$ cat config.mk
export PLATFORM = sky130hd
export DESIGN_NAME = arb8_round_robin
export DESIGN_NICKNAME = d
export VERILOG_FILES = /design/src/rtl/arb8_round_robin.sv
export SDC_FILE = /design/constraint.sdc
export NUM_CORES = 1
export LEC_CHECK = 0
export ABC_CLOCK_PERIOD_IN_PS = 2550
export CAP_MARGIN = 40
export CORE_AREA = 4 4 54 68
export DETAILED_ROUTE_END_ITERATION = 8
export DIE_AREA = 0 0 58 72
export SYNTH_ARGS = -nofsm -noshare
export SYNTH_HDL_FRONTEND = slang
export SYNTH_SLANG_ARGS = --single-unit
$ cat constraint.sdc
create_clock -name clk -period 2.55 [get_ports clk]
set_clock_uncertainty 0.15 [all_clocks]
set_input_delay 0.51 -clock clk [delete_from_list [all_inputs] [get_ports clk]]
set_output_delay 0.51 -clock clk [all_outputs]
set_load 0.01 [all_outputs]
$ cat src/rtl/arb8_round_robin.sv
// rtl/arb8_round_robin.sv - 8-way arbiter with registered one-hot grant, hold timeout and turnaround gap
// Optional macro ARB_ROUND_ROBIN_EN selects round-robin winner search; default is fixed priority (index 7 highest).

module arb8_round_robin #(
  parameter int NUM_REQ  = 8,
  parameter int ID_W     = 3,
  parameter int MAX_HOLD = 16,
  parameter int CNT_W    = 5
) (
  input  logic               clk,
  input  logic               rst_n,
  input  logic [NUM_REQ-1:0] req,
  output logic [NUM_REQ-1:0] gnt,
  output logic [ID_W-1:0]    gnt_id,
  output logic               gnt_valid,
  output logic               timeout,
  output logic               busy
);

  localparam logic [1:0] IDLE    = 2'd0;
  localparam logic [1:0] GRANT   = 2'd1;
  localparam logic [1:0] RELEASE = 2'd2;

  logic [1:0]      state;
  logic [CNT_W-1:0] hold_cnt;
  logic [ID_W-1:0] last_id;
  logic [ID_W-1:0] win_id;

`ifdef ARB_ROUND_ROBIN_EN
  logic [ID_W-1:0] rr_idx;

  // Walk the search order backwards so the earliest set bit after last_id is the final assignment.
  always_comb begin
    win_id = '0;
    rr_idx = '0;
    for (int i = NUM_REQ - 1; i >= 0; i--) begin
      rr_idx = last_id + ID_W'(1) + ID_W'(i);
      if (req[rr_idx]) begin
        win_id = rr_idx;
      end
    end
  end
`else
  logic unused_last_id;
  assign unused_last_id = ^last_id;

  always_comb begin
    win_id = '0;
    for (int i = 0; i < NUM_REQ; i++) begin
      if (req[i]) begin
        win_id = ID_W'(i);
      end
    end
  end
`endif

  always_ff @(posedge clk or negedge rst_n) begin
    if (!rst_n) begin
      state     <= IDLE;
      gnt       <= '0;
      gnt_id    <= '0;
      gnt_valid <= 1'b0;
      timeout   <= 1'b0;
      busy      <= 1'b0;
      hold_cnt  <= '0;
      last_id   <= ID_W'(NUM_REQ - 1);
    end else begin
      case (state)
        IDLE: begin
          timeout <= 1'b0;
          if (|req) begin
            gnt       <= NUM_REQ'(1) << win_id;
            gnt_id    <= win_id;
            gnt_valid <= 1'b1;
            busy      <= 1'b1;
            hold_cnt  <= '0;
            state     <= GRANT;
          end else begin
            gnt       <= '0;
            gnt_valid <= 1'b0;
            busy      <= 1'b0;
          end
        end
        GRANT: begin
          // Other request lines are ignored here: a grant is never preempted.
          if (!req[gnt_id] || hold_cnt == CNT_W'(MAX_HOLD - 1)) begin
            gnt       <= '0;
            gnt_valid <= 1'b0;
            timeout   <= req[gnt_id];
            last_id   <= gnt_id;
            state     <= RELEASE;
          end else begin
            hold_cnt <= hold_cnt + CNT_W'(1);
          end
        end
        RELEASE: begin
          timeout <= 1'b0;
          busy    <= 1'b0;
          state   <= IDLE;
        end
        default: begin
          gnt       <= '0;
          gnt_valid <= 1'b0;
          timeout   <= 1'b0;
          busy      <= 1'b0;
          state     <= IDLE;
        end
      endcase
    end
  end

endmodule

== After elaboration in Yosys (flattened, before gate mapping) ==
Cells that the tools add are included.
Operators by class
  multiplexer cells: 24
  shift operators: 1
  equality and inequality tests: 6
  div/mod/pow operators: 0
  order comparisons: 1
  reduce and logical (&&, ||, !) cells: 9
  bitwise gates (word level): 1
  multiply operators: 0
  add/subtract/negate cells: 1
Operators with widths (number)
  one-hot mux 8 bit (3 select lines): 1
  two-way mux 8 bit: 2
  two-way mux 3 bit: 5
  two-way mux 5 bit: 2
  one-hot mux 5 bit (2 select lines): 1
  OR reduction 8 bit: 1
  left shift 1 x 3 -> 8 bit, first input constant: 1
  two-way mux 1 bit: 6
  two-way mux 2 bit: 3
  inequality test 2 bit, second input constant: 3
  AND reduction 2 bit: 3
  adder 5 x 1 -> 5 bit, second input constant: 1
  == test 5 x 4 -> 1 bit, second input constant: 1
  < comparator 3 x 4 -> 1 bit, second input constant: 1
  one-hot mux 2 bit (2 select lines): 1
  binary-select mux 1 bit (select 3 bit): 1
  one-hot mux 1 bit (3 select lines): 1
  AND reduction 3 bit: 1
  == test 2 x 1 -> 1 bit, second input constant: 1
  == test 2 bit, second input constant: 1
  zero test 2 bit: 1
  one-hot mux 1 bit (2 select lines): 1
  nonzero test 2 bit: 1
  zero test 1 bit: 1
  other kinds (2): 2
Storage, ports and cells
  output and inout bits: 14
  input port bits: 10
  memory bits (writable): 0
  memories: 0
  logic and storage cells: 50
  flip-flop bits (word level): 21
  bits in latches: 0
  ROM bits: 0

== Longest topological paths before layout ==
Gate-level depths: netlist of the first run.
  depth in word-level cells: 10
  mapped depth: 7
  depth with buffers taken out: 6

== Worst setup path after synthesis of the first run ==
Ideal clock, no wire load.
  path kind: register to register
  start: register hold_cnt[0]
  end: register hold_cnt[0]
  required time: 2.321 ns
  path slack: 0.730 ns
  library setup time: 0.079 ns
  period minus slack after synthesis: 1.820 ns
  arrival: 1.591 ns
  stages on the path, launching flop included: 8
  path buffers: 1
  cell sequence: dfrtp_1 -> ha_1 -> and3_1 -> ha_1 -> nor2_4 -> and3_4 -> buf_6 -> mux2i_1
On the way
  cells in the longest elaborated chain, start to end: 4
  elaborated cells on any way between the ends: 7
  those cells by class: 1 x add/sub; 2 x eq/ne; 2 x mux; 2 x reduce/logical
Ends and longest elaborated chain
  start, declared: line 25  | logic [CNT_W-1:0] hold_cnt;
  start signal, assigned: line 93  | hold_cnt <= hold_cnt + CNT_W'(1);
  branches (longest 4 deep; another with adder 5 x 1 -> 5 bit)
Parallel ways; which one is timed is not known. The select of a mux whose other input is x is not followed.
A chain may end at the register's enable or synchronous reset.

== Final worst setup path of the first run ==
  start: register gnt_id[0]
  end: output port gnt_id[0]
RTL lines
  start, declared: line 14  | output logic [ID_W-1:0] gnt_id,
  start signal, assigned: line 73  | gnt_id <= win_id;
No word-level cell between the ends.

==> results of run 1 <==
==> flip-flops by register name, summed over array words and instances (netlist names) <==
name / count
gnt: 8
timeout: 1
gnt_valid: 1
state: 2
busy: 1
gnt_id: 3
hold_cnt: 5
==> layer usage <==
metal	part of all wire (%)	vias up	wire (um)
met5	0	-	0
met4	1.0	0	25
met3	5.9	2	146
met2	51	21	1277
met1	42	442	1036
li1	-	462	-
==> worst paths after layout <==
kind,from,to,slack [ns],depth (start not counted)
setup / recovery,gnt_id[0]$_DFFE_PN0P_,gnt_id[0],0.53,1
max in group asynchronous,rst_n,gnt_id[1]$_DFFE_PN0P_,1.61,2
hold / removal,busy$_DFFE_PN0N_,busy$_DFFE_PN0N_,0.35,2
min in group asynchronous,rst_n,busy$_DFFE_PN0N_,0.43,2
hold reg to reg,busy$_DFFE_PN0N_,busy$_DFFE_PN0N_,0.35,2
setup reg to reg,hold_cnt[0]$_DFFE_PN0P_,hold_cnt[0]$_DFFE_PN0P_,0.64,6
==> worst reg2reg max path, delay by kind of cell, from the launching register on <==
family	cells	cell delay (ns)
AND/OR/NAND/NOR	3	0.60
multiplexers	1	0.19
adder cells (fa/ha/maj)	2	0.48
flip-flops	1	0.41
==> cells by family after synthesis <==
logic type      synth area share [%]
simple gates                   18.80
compound gates                 21.02
flops                          44.35
buf+inv                        6.547
mux                            7.180
fa+ha+maj                      2.112
==> power breakdown <==
| part | leakage [uW] | internal (uW) | switching (uW) | total, uW |
|---|---|---|---|---|
| clock | 0.0000255 | 109 | 109 | 218 |
| combinational | 0.000354 | 330 | 332 | 662 |
| sequential | 0.000272 | 424 | 106 | 530 |
==> final cells by class <==
class	instances	area (sq um)	share of cell area [%]
repair buffers	25	245.2	16.46
clock buffers	3	41.29	2.771
flip-flops and latches	21	525.5	35.26
multi-input cells	79	581.8	39.04
clock inverters	1	5.005	0.3359
inverters	12	45.04	3.023
well taps	37	46.29	3.107
==> layout by cell type (no fill, tap or decap), types with 2 or more instances in the layout <==
cell | Yosys | final
o2bb2ai_1 | 3 | 3
nor2b_1 | 2 | 2
nand2_1 | 14 | 14
mux2i_1 | 7 | 7
nor2_1 | 6 | 6
inv_1 | 12 | 12
o22ai_1 | 3 | 3
o31a_1 | 2 | 2
clkdlybuf4s50_1 | 0 | 23
nand3_1 | 3 | 3
a21oi_1 | 4 | 4
clkbuf_8 | 0 | 3
o21ai_1 | 6 | 6
nand2b_1 | 3 | 3
buf_4 | 0 | 2
dfrtp_1 | 21 | 21
ha_1 | 2 | 2
nor4_1 | 2 | 2
==> per-stage QoR <==
stage	power, uW	instance area, sq um	worst slack [ns]
detailed placement	1208	1444	0.3140
finish	1411	1490	0.5299
floorplan	1010	1185	0.7297
global placement	1203	1444	0.2955
CTS	1428	1490	0.5205
global route	1510	1490	0.3773
==> reports/results.ini, run 1 <==
[setup_path]
worst_ep_required_time_ns = 1.89
path_delay_family = buffers and inverters
endpoint_kind = output pin
start_kind = flop
arrival_ns = 1.36
cp_slowest_cell = clkdlybuf4s50_1
max_stage_delay_ns = 0.59
critical_path_buf_inv_count = 1
path_max_fanout = 6
crit_chain = clkdlybuf4s50_1
worstSetupPathType = reg2out

[synthesis]
synth_top_area_cell = dfrtp_1
synthCells = 116
syn-num-nets = 128
synth_most_common_cell = dfrtp_1
synthFlopType = dfrtp_1
synth_edf_count = 0
synth_area_sq_um = 1185
synth_common_cells = dfrtp_1, nand2_1, inv_1
ys_types = 39
netlist_top_cells_area = dfrtp_1, mux2i_1, nand2_1
synth-seq-area-share_pct = 44.35
ys_ff_latch = 21
avgSynthCellArea_sq_um = 10.21
async_flop_share_pct = 100.0
ys_warn_count = 0
synth_top_area_share_pct = 44.35

[floorplan]
die_height_um = 72
core_sq_um = 3108
die_area_sq_um = 4176
dieWidth_um = 58
start_util_pct = 38.12
rows = 23
io_pins = 24

[global_routing]
antenna_found_initial = 0
grt_start_max_net_pins = 22
grt-busiest-layer = met2
track_usage_pct = 13.03
grt_overflow = 0
grt_pass1_wl_um = 4298
met2_usage_pct = 22.86
grt_pass1_vias = 925
use_met3_pct = 3.203
grt_use_met1_pct = 15.46

[layout]
area_growth_pct = 25.77
fin_nets = 154
drive_above_1_share_pct = 10.64
final_util_pct = 47.95
num_antenna_cells = 0
num-fill-cells = 280
instances_no_fill = 178

[clock_network]
cts_setup_buffers = 0
clock_path_buffers = 2
cts-buffers-inserted = 3
cts_hold_buffers = 0
cts-root-buf = clkbuf_8
tritoncts = built
clk_latency_ns = 0.26
clock-sinks = 21
cts_resized = 0
htree_levels = 1
clk_pin_slew_ns = 0.08

[status]
status = finished, final reports clean

[sta]
worst_slew_pin_slew_ns = 0.3767
min_period_ns = 2.020
slew_headroom_pct = 74.65
worst_hold_slack_ns = 0.3494
rsz0062_at_grt = no
hold_violations = 0
timing.final.crit_share_pct = 79.22
setup_viol = 0
tns_ns = 0
fmax_mhz = 495.0
slew_viol_final = 0

[power_and_ir_drop]
p_leak_uw = 0.0006510
power.density_nw_per_um2 = 946.7
ir_worst_vdd_mv = 0.5002

[drt]
routed_wl_um = 2486
drtIter0Drc = 20
drt_pass1_iterations = 4
drc_errors = 0
ant_nets = 0
routedWlPerCell_um = 13.97
viasPerCell = 5.208
vias = 927

[flow_run]
cap_violations = 0

[placed_design]
dp_hpwl_um = 1916
numPortBuffers = 23
gp_congestion = 0.7489
dp.cells = 174

[min_path]
min_path_type = reg2reg

Power figures use the tool's default switching activity.
==> inputs of run 2 (changes only) <==
ABC_CLOCK_PERIOD_IN_PS = 1700   (was 2550)
PLACE_DENSITY = 0.66   (was not set)
clock period = 1.7 ns   (was 2.55 ns; I/O delays follow)
==> reports/results.ini, run 2 (synthesis gave the netlist of run 1 again) <==
[sta]
tns_ns = -0.4637
setup_viol = 10
slew_viol_final = 0
finalWorstSetupSlack_ns = -0.06017
fmax_mhz = 568.1
timing.final.crit_share_pct = 103.5
worst_slew_pin_slew_ns = 0.3690
slew_headroom_pct = 75.31
hold_violations = 0
rsz0062_at_grt = yes
min_period_ns = 1.760

[global_routing]
met2_usage_pct = 27.89
grt_start_max_net_pins = 22
track_usage_pct = 15.42
grt_pass1_vias = 1085
grt-busiest-layer = met2
antenna_found_initial = 0
use_met3_pct = 2.135
grt_pass1_wl_um = 5037
grt_overflow = 0
grt_use_met1_pct = 18.23

[setup_path]
crit_chain = mux2_4 > a2bb2oi_4 > a32oi_4 > o22ai_1
max_stage_delay_ns = 0.46
worstSetupPathType = reg2reg
start_kind = flop
critical_path_buf_inv_count = 0
worst_ep_required_time_ns = 1.69
cp_slowest_cell = dfrtp_2
arrival_ns = 1.75
path_max_fanout = 7
path_delay_family = compound AO/OA/AOI/OAI gates
endpoint_kind = flop

[floorplan]
dieWidth_um = 58
rows = 23
core_sq_um = 3108
start_util_pct = 38.12
die_height_um = 72
die_area_sq_um = 4176
io_pins = 24

[flow_run]
cap_violations = 0

[layout]
final_util_pct = 58.37
multi_input_area_sq_um = 659.4
fin_nets = 184
num_antenna_cells = 0
largest_reg_flops = 8
drive_above_1_share_pct = 32.75
seq_area_sq_um = 526.8
reg_top3 = gnt (8), hold_cnt (5), gnt_id (3)
top_register = gnt
area_growth_pct = 53.12
layout_common_cells = buf_4, dfrtp_1, clkdlybuf4s50_1, nand2_1, inv_1
final_common_cell = buf_4
num-fill-cells = 269

[drt]
drt_pass1_iterations = 4
vias = 1051
drtIter0Drc = 18
drc_errors = 0
routed_wl_um = 3089
routedWlPerCell_um = 14.85
viasPerCell = 5.053
ant_nets = 0

[min_path]
min_path_type = in2async

[status]
violations = setup timing
status = finished, violations left

[power_and_ir_drop]
p_leak_uw = 0.0008658
power.density_nw_per_um2 = 1388
ir_worst_vdd_mv = 0.9114

[placed_design]
dp_hpwl_um = 2207
gp_congestion = 0.8026
numPortBuffers = 23

[clock_network]
clk_pin_slew_ns = 0.08
cts_hold_buffers = 0
clk_latency_ns = 0.26
clock_path_buffers = 2
htree_levels = 1
tritoncts = built
cts-buffers-inserted = 3
clock-sinks = 21
cts-root-buf = clkbuf_8

run 2: changes by cell type in the layout (fill, tap and decap cells not counted), sizes merged:
| cell | change |
|---|---|
| clkinv | -1 |
| buf | +30 |
| clkbuf | +1 |
| dlygate4sd2 | +1 |
| dlymetal6s2s | +6 |
| clkdlybuf4s50 | -7 |
run 2: power by group:
group          switching [uW]  leakage [uW]  total [uW]  internal [uW]
clock network             169     0.0000228         337            167
registers                 136      0.000271         775            639
logic                     657      0.000572        1410            750
total                     962      0.000866        2520           1560
run 2: layer usage:
layer  up-vias  wire length (um)
met5         -                 0
met4         0                24
met3         4               112
met2        22              1694
met1       507              1257
li1        518                 -
run 2: worst paths after layout:
path | from | cells past startpoint | to | slack, ns
worst max-delay path | gnt_id[0]$_DFFE_PN0P_ | 4 | gnt[0]$_DFFE_PN0P_ | -0.06
max in group asynchronous | rst_n | 2 | gnt_id[0]$_DFFE_PN0P_ | 0.89
worst min-delay path | rst_n | 2 | gnt[5]$_DFFE_PN0P_ | 0.27
worst max register to register | gnt_id[0]$_DFFE_PN0P_ | 4 | gnt[0]$_DFFE_PN0P_ | -0.06
worst min register to register | busy$_DFFE_PN0N_ | 2 | busy$_DFFE_PN0N_ | 0.35
min in group clk | busy$_DFFE_PN0N_ | 2 | busy$_DFFE_PN0N_ | 0.35
run 2: cell type report:
class,count,share of cell area (%)
repair buffers,55,27.10
multi-input cells,79,36.34
clock buffers,4,2.483
well taps,37,2.552
flip-flops and latches,21,29.03
inverters,12,2.483
run 2: what timing repair did:
action	4_1_cts	5_1_grt
pin swaps	5	11
cloned	0	0
endpoints found under the setup margin	15	20
gates resized for setup	4	15
setup buffers	6	3
endpoints found under the hold margin	0	0
run 2: per-stage QoR:
stage               instance area, sq um  instances  setup WS (ns)  total power, uW  hold slack (ns)
floorplan                           1212        116      -0.007380             1551          -0.1056
global placement                    1629        195        -0.3058             1972           0.3165
detailed placement                  1629        195        -0.3748             2011           0.3267
CTS                                 1729        205       -0.07383             2442           0.2730
global route                        1814        208        -0.1287             2676           0.2825
finish                              1814        208       -0.06017             2518           0.2701
